$ cat config.mk
export PLATFORM = sky130hd
export DESIGN_NAME = alu_scheduler_flat
export DESIGN_NICKNAME = d
export VERILOG_FILES = /design/src/rtl/alu_pkg.sv /design/src/rtl/alu_scheduler_if.sv /design/src/rtl/rr_arbiter.sv /design/src/rtl/alu_scheduler.sv /design/src/flat_wrapper.sv
export SDC_FILE = /design/constraint.sdc
export NUM_CORES = 1
export LEC_CHECK = 0
export ABC_AREA = 1
export CORE_UTILIZATION = 35
export DETAILED_ROUTE_END_ITERATION = 16
export PLACE_DENSITY_LB_ADDON = 0.15
export SETUP_SLACK_MARGIN = 0.05
export SYNTH_ARGS = -nofsm -noshare
export SYNTH_HDL_FRONTEND = slang
export SYNTH_SLANG_ARGS = --single-unit
$ cat constraint.sdc
create_clock -name clk -period 1.9 [get_ports clk]
set_input_delay 0.38 -clock clk [delete_from_list [all_inputs] [get_ports clk]]
set_output_delay 0.38 -clock clk [all_outputs]
set_load 0.005 [all_outputs]
$ cat src/rtl/alu_pkg.sv
// Shared opcode, width and FSM definitions for the ALU scheduler slice.
package alu_pkg;

    localparam int unsigned ALU_W = 8;
    localparam int unsigned OUT_W = 16;

    localparam logic [2:0] OP_AND     = 3'd0;
    localparam logic [2:0] OP_OR      = 3'd1;
    localparam logic [2:0] OP_XOR     = 3'd2;
    localparam logic [2:0] OP_ADD     = 3'd3;
    localparam logic [2:0] OP_SUB     = 3'd4;
    localparam logic [2:0] OP_MUL     = 3'd5;
    localparam logic [2:0] OP_DIV     = 3'd6;
    localparam logic [2:0] OP_ILLEGAL = 3'd7;

    typedef enum logic [1:0] {
        S_IDLE,
        S_START,
        S_WAIT,
        S_RESP
    } state_e;

endpackage

$ cat src/rtl/alu_scheduler_if.sv
// Requester-side request/response bus of the ALU scheduler.
interface alu_scheduler_if #(
    parameter int unsigned N_REQ = 2
);
    import alu_pkg::*;

    logic [N_REQ-1:0]       req_valid;
    logic [N_REQ-1:0]       req_ready;
    logic [3*N_REQ-1:0]     req_op;
    logic [ALU_W*N_REQ-1:0] req_x;
    logic [ALU_W*N_REQ-1:0] req_y;
    logic [ALU_W*N_REQ-1:0] req_a_div;
    logic [N_REQ-1:0]       rsp_valid;
    logic [OUT_W-1:0]       rsp_data;
    logic                   rsp_err;

    modport master (
        output req_valid, req_op, req_x, req_y, req_a_div,
        input  req_ready, rsp_valid, rsp_data, rsp_err
    );

    modport slave (
        input  req_valid, req_op, req_x, req_y, req_a_div,
        output req_ready, rsp_valid, rsp_data, rsp_err
    );

endinterface

$ cat src/rtl/rr_arbiter.sv
// Combinational round-robin arbiter: first active request strictly after ptr wins.
module rr_arbiter #(
    parameter int unsigned N_REQ = 2,
    localparam int unsigned IDX_W = $clog2(N_REQ)
) (
    input  logic [N_REQ-1:0] req,
    input  logic [IDX_W-1:0] ptr,
    output logic [N_REQ-1:0] grant,
    output logic [IDX_W-1:0] idx,
    output logic             valid
);

    always_comb begin
        grant = '0;
        idx   = '0;
        valid = 1'b0;
        for (int unsigned k = 1; k <= N_REQ; k++) begin
            for (int unsigned i = 0; i < N_REQ; i++) begin
                if (!valid && req[i] && (i == (32'(ptr) + k) % N_REQ)) begin
                    valid    = 1'b1;
                    idx      = IDX_W'(i);
                    grant[i] = 1'b1;
                end
            end
        end
    end

endmodule

$ cat src/rtl/alu_scheduler.sv
// Shares one multi-cycle ALU between N_REQ requesters, one operation at a time,
// with round-robin acceptance, END edge detection and a completion timeout.
module alu_scheduler
    import alu_pkg::*;
#(
    parameter int unsigned N_REQ   = 2,
    parameter int unsigned TIMEOUT = 64,
    parameter int unsigned CNT_W   = 7
) (
    input  logic             clk,
    input  logic             resetn,
    alu_scheduler_if.slave   req_bus,
    output logic             busy,
    output logic [ALU_W-1:0] alu_x,
    output logic [ALU_W-1:0] alu_y,
    output logic [ALU_W-1:0] alu_a_div,
    output logic [2:0]       alu_op,
    output logic             alu_begin,
    input  logic [OUT_W-1:0] alu_out,
    input  logic             alu_end
);

    localparam int unsigned IDX_W = $clog2(N_REQ);

    state_e           state_q, state_d;
    logic [IDX_W-1:0] rr_ptr_q, rr_ptr_d, owner_q, owner_d, gnt_idx;
    logic [N_REQ-1:0] gnt, owner_oh;
    logic [N_REQ-1:0] req_ready_q, req_ready_d, rsp_valid_q, rsp_valid_d;
    logic             gnt_valid, done, expired;
    logic [2:0]       gnt_op, alu_op_q, alu_op_d;
    logic [ALU_W-1:0] gnt_x, gnt_y, gnt_a;
    logic [ALU_W-1:0] alu_x_q, alu_x_d, alu_y_q, alu_y_d, alu_a_q, alu_a_d;
    logic [OUT_W-1:0] rsp_data_q, rsp_data_d;
    logic             rsp_err_q, rsp_err_d, alu_begin_q, alu_begin_d;
    logic             busy_q, busy_d, end_q, end_d;
    logic [CNT_W-1:0] cnt_q, cnt_d;

    rr_arbiter #(.N_REQ(N_REQ)) u_arb (
        .req   (req_bus.req_valid),
        .ptr   (rr_ptr_q),
        .grant (gnt),
        .idx   (gnt_idx),
        .valid (gnt_valid)
    );

    always_comb begin
        gnt_op   = '0;
        gnt_x    = '0;
        gnt_y    = '0;
        gnt_a    = '0;
        owner_oh = '0;
        for (int unsigned i = 0; i < N_REQ; i++) begin
            if (gnt[i]) begin
                gnt_op = req_bus.req_op[3*i +: 3];
                gnt_x  = req_bus.req_x[ALU_W*i +: ALU_W];
                gnt_y  = req_bus.req_y[ALU_W*i +: ALU_W];
                gnt_a  = req_bus.req_a_div[ALU_W*i +: ALU_W];
            end
            owner_oh[i] = (32'(owner_q) == i);
        end
    end

    // A stale high END left over from the previous operation is not a completion.
    assign done    = (state_q == S_WAIT) && alu_end && !end_q;
    assign expired = (state_q == S_WAIT) && !done && (cnt_q == CNT_W'(TIMEOUT - 1));

    always_ff @(posedge clk or negedge resetn) begin
        if (!resetn) state_q <= S_IDLE;
        else         state_q <= state_d;
    end

    always_comb begin
        state_d = state_q;
        case (state_q)
            S_IDLE:  if (gnt_valid) state_d = (gnt_op == OP_ILLEGAL) ? S_RESP : S_START;
            S_START: state_d = S_WAIT;
            S_WAIT:  if (done || expired) state_d = S_RESP;
            S_RESP:  state_d = S_IDLE;
            default: state_d = S_IDLE;
        endcase
    end

    // Next values of the registered outputs and datapath.
    always_comb begin
        rr_ptr_d    = rr_ptr_q;
        owner_d     = owner_q;
        alu_op_d    = alu_op_q;
        alu_x_d     = alu_x_q;
        alu_y_d     = alu_y_q;
        alu_a_d     = alu_a_q;
        req_ready_d = '0;
        rsp_valid_d = '0;
        alu_begin_d = 1'b0;
        rsp_data_d  = rsp_data_q;
        rsp_err_d   = rsp_err_q;
        cnt_d       = cnt_q;
        end_d       = end_q;
        busy_d      = (state_d != S_IDLE);
        case (state_q)
            S_IDLE: begin
                if (gnt_valid) begin
                    req_ready_d = gnt;
                    rr_ptr_d    = gnt_idx;
                    owner_d     = gnt_idx;
                    alu_op_d    = gnt_op;
                    alu_x_d     = gnt_x;
                    alu_y_d     = gnt_y;
                    alu_a_d     = gnt_a;
                    if (gnt_op == OP_ILLEGAL) begin
                        rsp_valid_d = gnt;
                        rsp_data_d  = '0;
                        rsp_err_d   = 1'b1;
                    end else begin
                        alu_begin_d = 1'b1;
                    end
                end
            end
            S_START: begin
                cnt_d = '0;
                end_d = alu_end;
            end
            S_WAIT: begin
                end_d = alu_end;
                if (done) begin
                    rsp_valid_d = owner_oh;
                    rsp_data_d  = alu_out;
                    rsp_err_d   = 1'b0;
                end else if (expired) begin
                    rsp_valid_d = owner_oh;
                    rsp_data_d  = '0;
                    rsp_err_d   = 1'b1;
                end else begin
                    cnt_d = cnt_q + 1'b1;
                end
            end
            default: ;
        endcase
    end

    always_ff @(posedge clk or negedge resetn) begin
        if (!resetn) begin
            rr_ptr_q    <= IDX_W'(N_REQ - 1);
            owner_q     <= '0;
            alu_op_q    <= OP_AND;
            alu_x_q     <= '0;
            alu_y_q     <= '0;
            alu_a_q     <= '0;
            req_ready_q <= '0;
            rsp_valid_q <= '0;
            alu_begin_q <= 1'b0;
            rsp_data_q  <= '0;
            rsp_err_q   <= 1'b0;
            busy_q      <= 1'b0;
            cnt_q       <= '0;
            end_q       <= 1'b0;
        end else begin
            rr_ptr_q    <= rr_ptr_d;
            owner_q     <= owner_d;
            alu_op_q    <= alu_op_d;
            alu_x_q     <= alu_x_d;
            alu_y_q     <= alu_y_d;
            alu_a_q     <= alu_a_d;
            req_ready_q <= req_ready_d;
            rsp_valid_q <= rsp_valid_d;
            alu_begin_q <= alu_begin_d;
            rsp_data_q  <= rsp_data_d;
            rsp_err_q   <= rsp_err_d;
            busy_q      <= busy_d;
            cnt_q       <= cnt_d;
            end_q       <= end_d;
        end
    end

    assign req_bus.req_ready = req_ready_q;
    assign req_bus.rsp_valid = rsp_valid_q;
    assign req_bus.rsp_data  = rsp_data_q;
    assign req_bus.rsp_err   = rsp_err_q;
    assign busy              = busy_q;
    assign alu_x             = alu_x_q;
    assign alu_y             = alu_y_q;
    assign alu_a_div         = alu_a_q;
    assign alu_op            = alu_op_q;
    assign alu_begin         = alu_begin_q;

endmodule

$ cat src/flat_wrapper.sv
// flat-port wrapper written by rule: the top's interface ports become plain ports
module alu_scheduler_flat import alu_pkg::*;
#(
    parameter int unsigned N_REQ   = 2,
    parameter int unsigned TIMEOUT = 64,
    parameter int unsigned CNT_W   = 7
)
  (clk, resetn, busy, alu_x, alu_y, alu_a_div, alu_op, alu_begin, alu_out, alu_end, req_bus_req_valid, req_bus_req_op, req_bus_req_x, req_bus_req_y, req_bus_req_a_div, req_bus_req_ready, req_bus_rsp_valid, req_bus_rsp_data, req_bus_rsp_err);
  alu_scheduler_if #(.N_REQ(N_REQ)) req_bus_i ();
  input  logic clk;
  input  logic resetn;
  output logic busy;
  output logic [ALU_W-1:0] alu_x;
  output logic [ALU_W-1:0] alu_y;
  output logic [ALU_W-1:0] alu_a_div;
  output logic [2:0] alu_op;
  output logic alu_begin;
  input  logic [OUT_W-1:0] alu_out;
  input  logic alu_end;
  input wire logic [$bits(req_bus_i.req_valid)-1:0] req_bus_req_valid;
  input wire logic [$bits(req_bus_i.req_op)-1:0] req_bus_req_op;
  input wire logic [$bits(req_bus_i.req_x)-1:0] req_bus_req_x;
  input wire logic [$bits(req_bus_i.req_y)-1:0] req_bus_req_y;
  input wire logic [$bits(req_bus_i.req_a_div)-1:0] req_bus_req_a_div;
  output wire logic [$bits(req_bus_i.req_ready)-1:0] req_bus_req_ready;
  output wire logic [$bits(req_bus_i.rsp_valid)-1:0] req_bus_rsp_valid;
  output wire logic [$bits(req_bus_i.rsp_data)-1:0] req_bus_rsp_data;
  output wire logic [$bits(req_bus_i.rsp_err)-1:0] req_bus_rsp_err;
  assign req_bus_i.req_valid = req_bus_req_valid;
  assign req_bus_i.req_op = req_bus_req_op;
  assign req_bus_i.req_x = req_bus_req_x;
  assign req_bus_i.req_y = req_bus_req_y;
  assign req_bus_i.req_a_div = req_bus_req_a_div;
  assign req_bus_req_ready = req_bus_i.req_ready;
  assign req_bus_rsp_valid = req_bus_i.rsp_valid;
  assign req_bus_rsp_data = req_bus_i.rsp_data;
  assign req_bus_rsp_err = req_bus_i.rsp_err;
  alu_scheduler #(.N_REQ(N_REQ), .TIMEOUT(TIMEOUT), .CNT_W(CNT_W)) u_core (.clk(clk), .resetn(resetn), .req_bus(req_bus_i), .busy(busy), .alu_x(alu_x), .alu_y(alu_y), .alu_a_div(alu_a_div), .alu_op(alu_op), .alu_begin(alu_begin), .alu_out(alu_out), .alu_end(alu_end));
endmodule
==> run_results.csv, run 1 <==
group,metric,value,unit
placement,hpwl,5.75,mm
route,wl,8.01,mm
global_route,grt_antenna_before_repair,0,
global_route,overflow,0,
layout,final_layout_size_suffix_gt1_frac,0.102,
setup_path,critPathKind,"reg2reg",
synthesis,synth_compound_area_frac,0.0820,
outcome,status,"completed",
route,first_pass_iters,4,
sta,hold_violations,0,
synthesis,synth.avg_cell_area,8.23,sq um
layout,antenna_cells,0,
setup_path,crit_required,2.18,ns
synthesis,synth_nets,447,
sta,fmax,607,MHz
job,maxCapViolations,0,
synthesis,ys_ff_latch,62,
sta,fin_skew,0.0104,ns
floorplanning,die-height,95.1,um
setup_path,reg2reg_to,"u_core.req_bus.rsp_data[13]",
synthesis,synth_area_leaders,"dfrtp_1 (50%), nand3_1 (9.7%), nand2_1 (7.8%)",
synthesis,synth_warnings,0,
layout,area_growth,55.1,%
sta,slew_viol_final,0,
route,drt-wirelength-per-cell,13.1,um
global_route,track_usage,0.193,
synthesis,synth_top_family_by_area,"simple AND/OR/NAND/NOR gates",
floorplanning,core.rowCount,33,
setup_path,reg2reg_depth,8,
clock_network,clk_latency,0.34,ns
synthesis,synthMuxAreaShare,0,
synthesis,ys_async_sr_fraction,1.00,
synthesis,synth.most_common_cell,"nand2_1",
synthesis,ys.flop_type,"dfrtp_1",
setup_path,crit_path_start_kind,"register",
clock_network,cts_setup_buffers,0,
setup_path,cp_data_arrival_time,1.93,ns
power_and_ir_drop,power.density,1420,nW/um^2
sta,rsz0062_at_grt,"false",
setup_path,r2r-start,"u_core.cnt_q[0]",
layout,final_core_util,0.568,
setup_path,cp_max_fo,17,
clock_network,cts.path.max_buffers,2,
clock_network,htreeDepth,3,
synthesis,synth-xor-area-share,0.00288,
power_and_ir_drop,peakVddDrop,0.000525,V
synthesis,synthCells,369,
synthesis,syn_area,3040,sq um
route,drc_errors,0,
synthesis,synth_top_cell_area_share,0.503,
global_route,grt_pass1_vias,2869,
route,via_per_inst,4.86,
worst_hold_path,min_path_type,"in2async",
floorplanning,io_pins,125,
route,vias,2977,
synthesis,synth-simple-area-share,0.307,
synthesis,synth-edff-count,0,
sta,post-route-min-period,1.65,ns
clock_network,cts_root_buf,"clkbuf_8",
sta,finalCritPeriodShare,0.868,
synthesis,synthTopCellsByCount,"nand2_1 (63), dfrtp_1 (61), nand3_1 (59)",
global_route,grt_first_pass_wirelength,13.4,mm
global_route,grt_max_degree,63,
placement,gp_congestion,0.754,
synthesis,synth-adder-area-share,0.0124,
synthesis,yosysUniqueCellTypes,24,
synthesis,ys_seq_area_frac,0.511,
route,drt_first_iter_violations,120,
sta,max_slew_margin,0.774,
synthesis,yosys.area.top_type,"dfrtp_1",
setup_path,cp-end-kind,"register",
clock_network,clkTransAtPathRegs,0.07,ns
floorplanning,initial_core_util,0.366,
layout,fin_nets,581,
sta,finalSetupViolations,0,
clock_network,numCtsBuffers,9,
clock_network,cts_tree,"done",
placement,dp.cells,597,
floorplanning,die_x,95.1,um
floorplanning,core,8300,sq um
sta,tightest_slew,0.339,ns
power_and_ir_drop,p_leak,0.00217,uW
layout,stdcell_count,613,
clock_network,clock-sinks,62,
route,antenna_left,0,
setup_path,endpoint,"u_core.req_bus.rsp_data[13]",
placement,port_buffers,124,
setup_path,critPathLaunch,"u_core.cnt_q[0]",
setup_path,r2r_setup_slack,0.25,ns
floorplanning,dieArea,9050,sq um
-- how the worst min path moves through the flow --
stage          startpoint                          to
5_1_grt            resetn            u_core.alu_op[2]
2_1_floorplan      resetn         u_core.alu_a_div[0]
3_5_place_dp       resetn             u_core.cnt_q[3]
6_report           resetn             u_core.cnt_q[4]
3_3_place_gp       resetn             u_core.cnt_q[3]
4_1_cts            resetn  u_core.req_bus.rsp_data[5]
-- area by class of cell --
type / instances / area [sq um]
clock buffers: 12 / 145
inverters: 37 / 139
repair buffers: 146 / 1440
clock inverters: 4 / 70.1
flip-flops and latches: 62 / 1550
well taps: 105 / 131
fillers: 778 / 3590
multi-input cells: 247 / 1230
-- cells by family after synthesis --
kind of cell | count (synthesis)
XOR/XNOR | 1
flip-flops | 62
buffers and inverters | 60
AO/OA/AOI/OAI | 42
adder cells (fa/ha/maj) | 3
AND/OR/NAND/NOR | 201
-- flip-flops by register name, indices dropped and copies added (netlist names), 2 cells and up --
signal,count
u_core.req_bus.rsp_valid,2
u_core.alu_x,8
u_core.alu_op,3
u_core.req_bus.rsp_data,16
u_core.state_q,2
u_core.cnt_q,7
u_core.alu_y,8
u_core.alu_a_div,8
u_core.req_bus.req_ready,2
-- routing by layer --
layer,GRT usage,vias to the layer above,routed length [um]
li1,-,1499,-
met1,0.249,1370,3420
met2,0.292,96,3800
met3,0.0646,12,678
met4,0.0846,0,113
met5,0,-,0
-- power breakdown --
part	total, uW	switching, uW	internal, uW
registers	2170	292	1880
clock network	1260	488	771
logic	3250	1610	1640
total	6680	2390	4300
-- worst max-delay path, cell delays in order (launching register included) --
cell	delay (ns)
dfrtp_1	0.39
ha_1	0.20
nand3_1	0.11
nor2_1	0.18
nand3_1	0.14
nand2_2	0.13
buf_4	0.23
nand4_1	0.12
nand2_1	0.08
-- timing repair --
item | 4_1_cts | 5_1_grt
endpoints found under the setup margin | 0 | 7
gates resized for setup | 0 | 2
hold buffers | 0 | 0
-- placed cells by master, fill, tap and decap left out, types with 2 or more instances in the layout --
cell	n
clkdlybuf4s50_1	123
nand2_1	62
dfrtp_1	61
nand3_1	59
nor2_1	50
inv_1	33
a31oi_1	27
buf_4	19
nand4_1	18
o21ai_0	10
clkbuf_8	10
nand2_2	5
inv_2	4
ha_1	3
buf_12	3
nand3_4	2
o22ai_1	2
nand2_4	2
a21oi_1	2
nand3b_1	2
clkbuf_1	2
clkinv_2	2
bufinv_16	2
-- per-stage QoR --
| step | cell area (sq um) | setup TNS [ns] | hold slack [ns] | total power, uW | setup slack (ns) |
|---|---|---|---|---|---|
| final | 4710 | 0 | 0.0485 | 6680 | 0.251 |
| after global routing | 4710 | 0 | 0.0762 | 7200 | 0.103 |
| after CTS | 4700 | 0 | 0.0539 | 6740 | 0.0937 |
| after detailed placement | 4490 | -1.59 | 0.420 | 5440 | -0.104 |
| after global placement | 4490 | -0.676 | 0.419 | 5390 | -0.0431 |
| after floorplan | 3040 | 0 | 0.0844 | 3790 | 0.366 |
No activity file was read; power rests on OpenSTA's default activity.
==> inputs of run 2 (changes only) <==
- CORE_ASPECT_RATIO: not set -> 0.9
- PLACE_DENSITY: not set -> 0.67
- PLACE_DENSITY_LB_ADDON: 0.15 -> not set
==> run 2 against run 1 <==
Sequential share of layout area decreased by 0.28 points. Combinational power grew 3%. Count of clock-buffer cells in the layout stayed put. Maximum frequency is 1.1% lower. Sequential power is essentially flat. Clock skew fell by 0.0032 ns. Cell count up 2.6%. Wire length is 8.6% higher. Final area up 0.85%. Critical path type is now in2reg.
==> run_results.csv, run 2 (synthesized netlist as in run 1, its figures left out) <==
group,metric,value,unit
sta,fmax,600,MHz
clock_network,cts_tree,"done",
sta,max_slew_margin,0.784,
power_and_ir_drop,p_leak,0.00220,uW
floorplanning,core,8220,sq um
placement,port_buffers,124,
route,drt-wirelength-per-cell,13.8,um
clock_network,htreeDepth,3,
placement,hpwl,6.27,mm
setup_path,crit_path_start_kind,"input port",
route,vias,3064,
layout,antenna_cells,0,
setup_path,critPathMaxStageDelay,0.50,ns
layout,final_layout_size_suffix_gt1_frac,0.117,
setup_path,cp_data_arrival_time,1.93,ns
floorplanning,io_pins,125,
sta,rsz0062_at_grt,"false",
floorplanning,die_x,100,um
outcome,status,"completed",
floorplanning,initial_core_util,0.369,
layout,stdcell_count,629,
layout,fill_cells,791,
power_and_ir_drop,peakVddDrop,0.000677,V
sta,finalSetupViolations,0,
setup_path,crit_required,2.17,ns
floorplanning,die-height,90.4,um
placement,gp_congestion,0.796,
clock_network,clk_latency,0.33,ns
setup_path,crit_buf_inv,4,
worst_hold_path,min_path_type,"in2async",
route,antenna_left,0,
layout,largest_reg_flops,16,
layout,final_cell_mix,"clkdlybuf4s50_1 (123), nand2_1 (62), dfrtp_1 (61), nand3_1 (59), nor2_1 (49)",
clock_network,clock-sinks,62,
layout,area_growth,56.4,%
power_and_ir_drop,power.density,1420,nW/um^2
global_route,track_usage,0.196,
placement,dp_slack,-0.0677,ns
floorplanning,dieArea,9050,sq um
setup_path,path_cells,"clkdlybuf4s50_1, buf_4, nand2_1, inv_1, nand2_1, nand2_1, nand3_4, nand2_4, buf_4, nand4_1, nand2_1",
route,via_per_inst,4.87,
sta,hold_violations,0,
clock_network,cts_hold_buf,0,
clock_network,clkTransAtPathRegs,0.07,ns
route,drc_errors,0,
global_route,grt_antenna_before_repair,0,
setup_path,slowest_stage,"clkdlybuf4s50_1",
setup_path,crit_family,"buffers and inverters",
clock_network,numCtsBuffers,9,
job,maxCapViolations,0,
global_route,grt_max_degree,63,
sta,post-route-min-period,1.67,ns
placement,dp.cells,608,
sta,tightest_slew,0.325,ns
layout,fin_nets,587,
clock_network,cts.path.max_buffers,2,
route,wl,8.70,mm
sta,finalCritPeriodShare,0.877,
setup_path,cp_common_cell,"nand2_1",
sta,slew_viol_final,0,
placement,place_area,4500,sq um
sta,fin_skew,0.00715,ns
global_route,grt_pass1_vias,2987,
setup_path,cp_max_fo,17,
global_route,grt_first_pass_wirelength,14.0,mm
sta,worst_slack,0.234,ns
clock_network,cts_root_buf,"clkbuf_8",
floorplanning,core.rowCount,31,
layout,layout.cells.most_common,"clkdlybuf4s50_1",
global_route,overflow,0,
setup_path,critPathKind,"in2reg",
layout,post-route-cell-area,4750,sq um
route,first_pass_iters,5,
route,drt_first_iter_violations,82,
setup_path,cp-end-kind,"register",
run 2: cell types whose count changed in the layout (fill, tap and decap cells not counted), sizes merged:
cell    before  now
clkinv       2    3
buf         23   28
nand3       61   62
bufinv       2    1
run 2: layout make-up:
type	instances	area, sq um	area share
Timing Repair Buffer	151	1460	0.308
Clock buffer	12	155	0.0327
Tap cell	115	144	0.0303
Sequential cell	62	1550	0.327
Clock inverter	4	45.0	0.00948
Inverter	37	139	0.0292
Multi-Input combinational cell	248	1250	0.263
run 2: layer usage:
metal	GRT usage	vias up	wire (um)
met5	0	-	0
met4	0.0399	0	97
met3	0.0991	8	988
met2	0.312	128	4000
met1	0.237	1418	3620
li1	-	1510	-
run 2: power breakdown:
group | leakage, uW | total [uW] | internal (uW) | switching, uW
registers | 0.000774 | 2180 | 1880 | 295
clock network | 0.000106 | 1180 | 672 | 513
logic | 0.00132 | 3360 | 1680 | 1680
total | 0.00220 | 6730 | 4240 | 2490
run 2: metrics by stage:
stage / setup TNS, ns / util / hold slack [ns] / total power, uW
2_1_floorplan: 0 / - / 0.0844 / 3790
3_3_place_gp: -0.574 / 0.547 / 0.421 / 5390
3_5_place_dp: -0.977 / 0.547 / 0.418 / 5430
4_1_cts: 0 / 0.571 / 0.0600 / 6640
5_1_grt: 0 / 0.578 / 0.0706 / 7250
6_report: 0 / 0.578 / 0.0552 / 6730
run 2: worst paths after layout:
kind | start | endpoint | slack, ns | cells past startpoint
worst max-delay path | req_bus_req_valid[0] | u_core.req_bus.rsp_data[3] | 0.23 | 11
worst min-delay path | resetn | u_core.cnt_q[2] | 0.06 | 2
worst max register to register | u_core.cnt_q[0] | u_core.req_bus.rsp_data[13] | 0.26 | 8
worst min register to register | u_core.owner_q | u_core.req_bus.rsp_valid[0] | 0.47 | 1
max in group asynchronous | resetn | u_core.rr_ptr_q | 1.56 | 2
min in group clk | u_core.owner_q | u_core.req_bus.rsp_valid[0] | 0.47 | 1
run 2: timing repair:
action,CTS,global route
gates resized for setup,0,4
endpoints found under the setup margin,0,24
buffers inserted,0,4
==> inputs of run 3 (changes only) <==
- CORE_MARGIN: not set -> 2
==> run 3 against run 2 <==
Via count down 1.3%. Clock skew rose by 0.0022 ns. Global-route usage shrank 0.34 points. Sequential share of layout area increased by 0.47 points. Combinational power down 3%. Setup slack improved by 0.019 ns. Wire length down 0.26%. Flip-flop and latch count did not move. Critical endpoint is now u_core.req_bus.rsp_data[6].
==> run_results.csv, run 3 (synthesized netlist as in run 1, its figures left out) <==
group,metric,value,unit
layout,final_cell_mix,"clkdlybuf4s50_1 (123), nand2_1 (62), dfrtp_1 (61), nand3_1 (59), nor2_1 (50)",
floorplanning,die-height,92.4,um
route,antenna_left,0,
floorplanning,io_pins,125,
route,drt-wirelength-per-cell,13.9,um
global_route,grt_max_degree,45,
worst_hold_path,min_path_type,"reg2reg",
route,first_pass_iters,4,
global_route,overflow,0,
global_route,grt_antenna_before_repair,0,
sta,fin_skew,0.00939,ns
setup_path,cp_max_fo,17,
worst_hold_path,hold_depth,2,
setup_path,reg2reg_depth,8,
route,drt_first_iter_violations,76,
clock_network,cts_setup_buffers,0,
layout,stdcell_count,625,
clock_network,clock-sinks,62,
clock_network,htreeDepth,3,
sta,slew_viol_final,0,
setup_path,cp-end-kind,"register",
job,maxCapViolations,0,
sta,fmax,607,MHz
floorplanning,core.rowCount,32,
setup_path,crit_path_start_kind,"register",
layout,fin_nets,580,
power_and_ir_drop,peakVddDrop,0.000544,V
route,vias,3025,
floorplanning,initial_core_util,0.358,
setup_path,critPathKind,"reg2reg",
power_and_ir_drop,power.density,1400,nW/um^2
global_route,track_usage,0.193,
setup_path,reg2reg_to,"u_core.req_bus.rsp_data[6]",
clock_network,clkTransAtPathRegs,0.07,ns
placement,dp.cells,609,
worst_hold_path,holdPathEnd,"u_core.req_bus.rsp_data[8]",
clock_network,numCtsBuffers,9,
outcome,status,"completed",
floorplanning,die_x,102,um
global_route,grt_first_pass_wirelength,14.2,mm
sta,rsz0062_at_grt,"false",
layout,largest_reg_flops,16,
sta,finalCritPeriodShare,0.867,
clock_network,clk_latency,0.33,ns
floorplanning,core,8490,sq um
power_and_ir_drop,p_leak,0.00216,uW
setup_path,r2r_setup_slack,0.25,ns
placement,gp_congestion,0.792,
route,wl,8.68,mm
setup_path,cp_data_arrival_time,1.92,ns
route,via_per_inst,4.84,
sta,hold_violations,0,
layout,layout.cells.most_common,"clkdlybuf4s50_1",
setup_path,crit_required,2.17,ns
sta,tightest_slew,0.444,ns
sta,finalSetupViolations,0,
placement,hpwl,6.41,mm
layout,final_layout_size_suffix_gt1_frac,0.101,
layout,final_core_util,0.552,
clock_network,cts_root_buf,"clkbuf_8",
placement,port_buffers,124,
route,drc_errors,0,
sta,post-route-min-period,1.65,ns
clock_network,cts.path.max_buffers,2,
layout,area_growth,54.2,%
worst_hold_path,min-delay-start,"u_core.req_bus.rsp_data[8]",
layout,antenna_cells,0,
sta,max_slew_margin,0.704,
setup_path,r2r-start,"u_core.cnt_q[0]",
global_route,grt_pass1_vias,3116,
clock_network,cts_tree,"done",
floorplanning,dieArea,9440,sq um
-- run 3: layer usage --
layer,wire [um],global-route usage,vias to the layer above
met5,0,0,-
met4,121,0.0567,0
met3,920,0.0936,9
met2,3920,0.308,113
met1,3720,0.229,1404
li1,-,-,1499
-- run 3: per-stage QoR --
step | setup WS (ns) | setup TNS [ns] | hold slack (ns) | area (sq um) | power, uW
finish | 0.252 | 0 | 0.475 | 4680 | 6560
global route | 0.0688 | 0 | 0.496 | 4680 | 7110
CTS | 0.105 | 0 | 0.479 | 4680 | 6620
detailed placement | -0.0981 | -1.12 | 0.354 | 4480 | 5470
floorplan | 0.366 | 0 | 0.0844 | 3040 | 3790
global placement | -0.0138 | -0.196 | 0.362 | 4480 | 5400
-- run 3: how the worst max path moves through the flow --
stage	start	endpoint	slack, ns	depth (start not counted)
final	u_core.cnt_q[0]	u_core.req_bus.rsp_data[6]	0.25	8
after global routing	u_core.cnt_q[0]	u_core.cnt_q[6]	0.07	9
after CTS	u_core.cnt_q[0]	u_core.cnt_q[5]	0.10	8
after detailed placement	req_bus_req_valid[0]	u_core.req_bus.rsp_data[6]	-0.1	11
after global placement	req_bus_req_valid[0]	u_core.req_bus.rsp_data[13]	-0.01	11
after floorplan	u_core.rr_ptr_q	u_core.req_bus.rsp_err	0.37	10
-- run 3: cell type report --
cell class | count | area, sq um
Clock buffer | 10 | 138
Multi-Input combinational cell | 247 | 1230
Clock inverter | 5 | 50.0
Timing Repair Buffer | 145 | 1420
Fill cell | 806 | 3800
Inverter | 37 | 139
Sequential cell | 62 | 1550
Tap cell | 119 | 149
-- run 3: timing repair --
action                                  CTS  global route
resized for setup                         0             2
endpoints found under the setup margin    0             7
hold buffers                              1             0
hold endpoints to repair                 18             0
-- run 3: worst max-delay path: stages, from the launching register on --
cell and delay, ns:
dfrtp_1 0.39, ha_1 0.20, nand3_1 0.11, nor2_1 0.18, nand3_1 0.15, nand2_2 0.12, buf_4 0.23, nand4_1 0.13
nand2_1 0.09
-- run 3: where the power goes --
part	internal [uW]	total (uW)	leakage, uW	switching [uW]
combinational	1630	3270	0.00128	1640
sequential	1880	2180	0.000774	296
clock	625	1120	0.000102	494
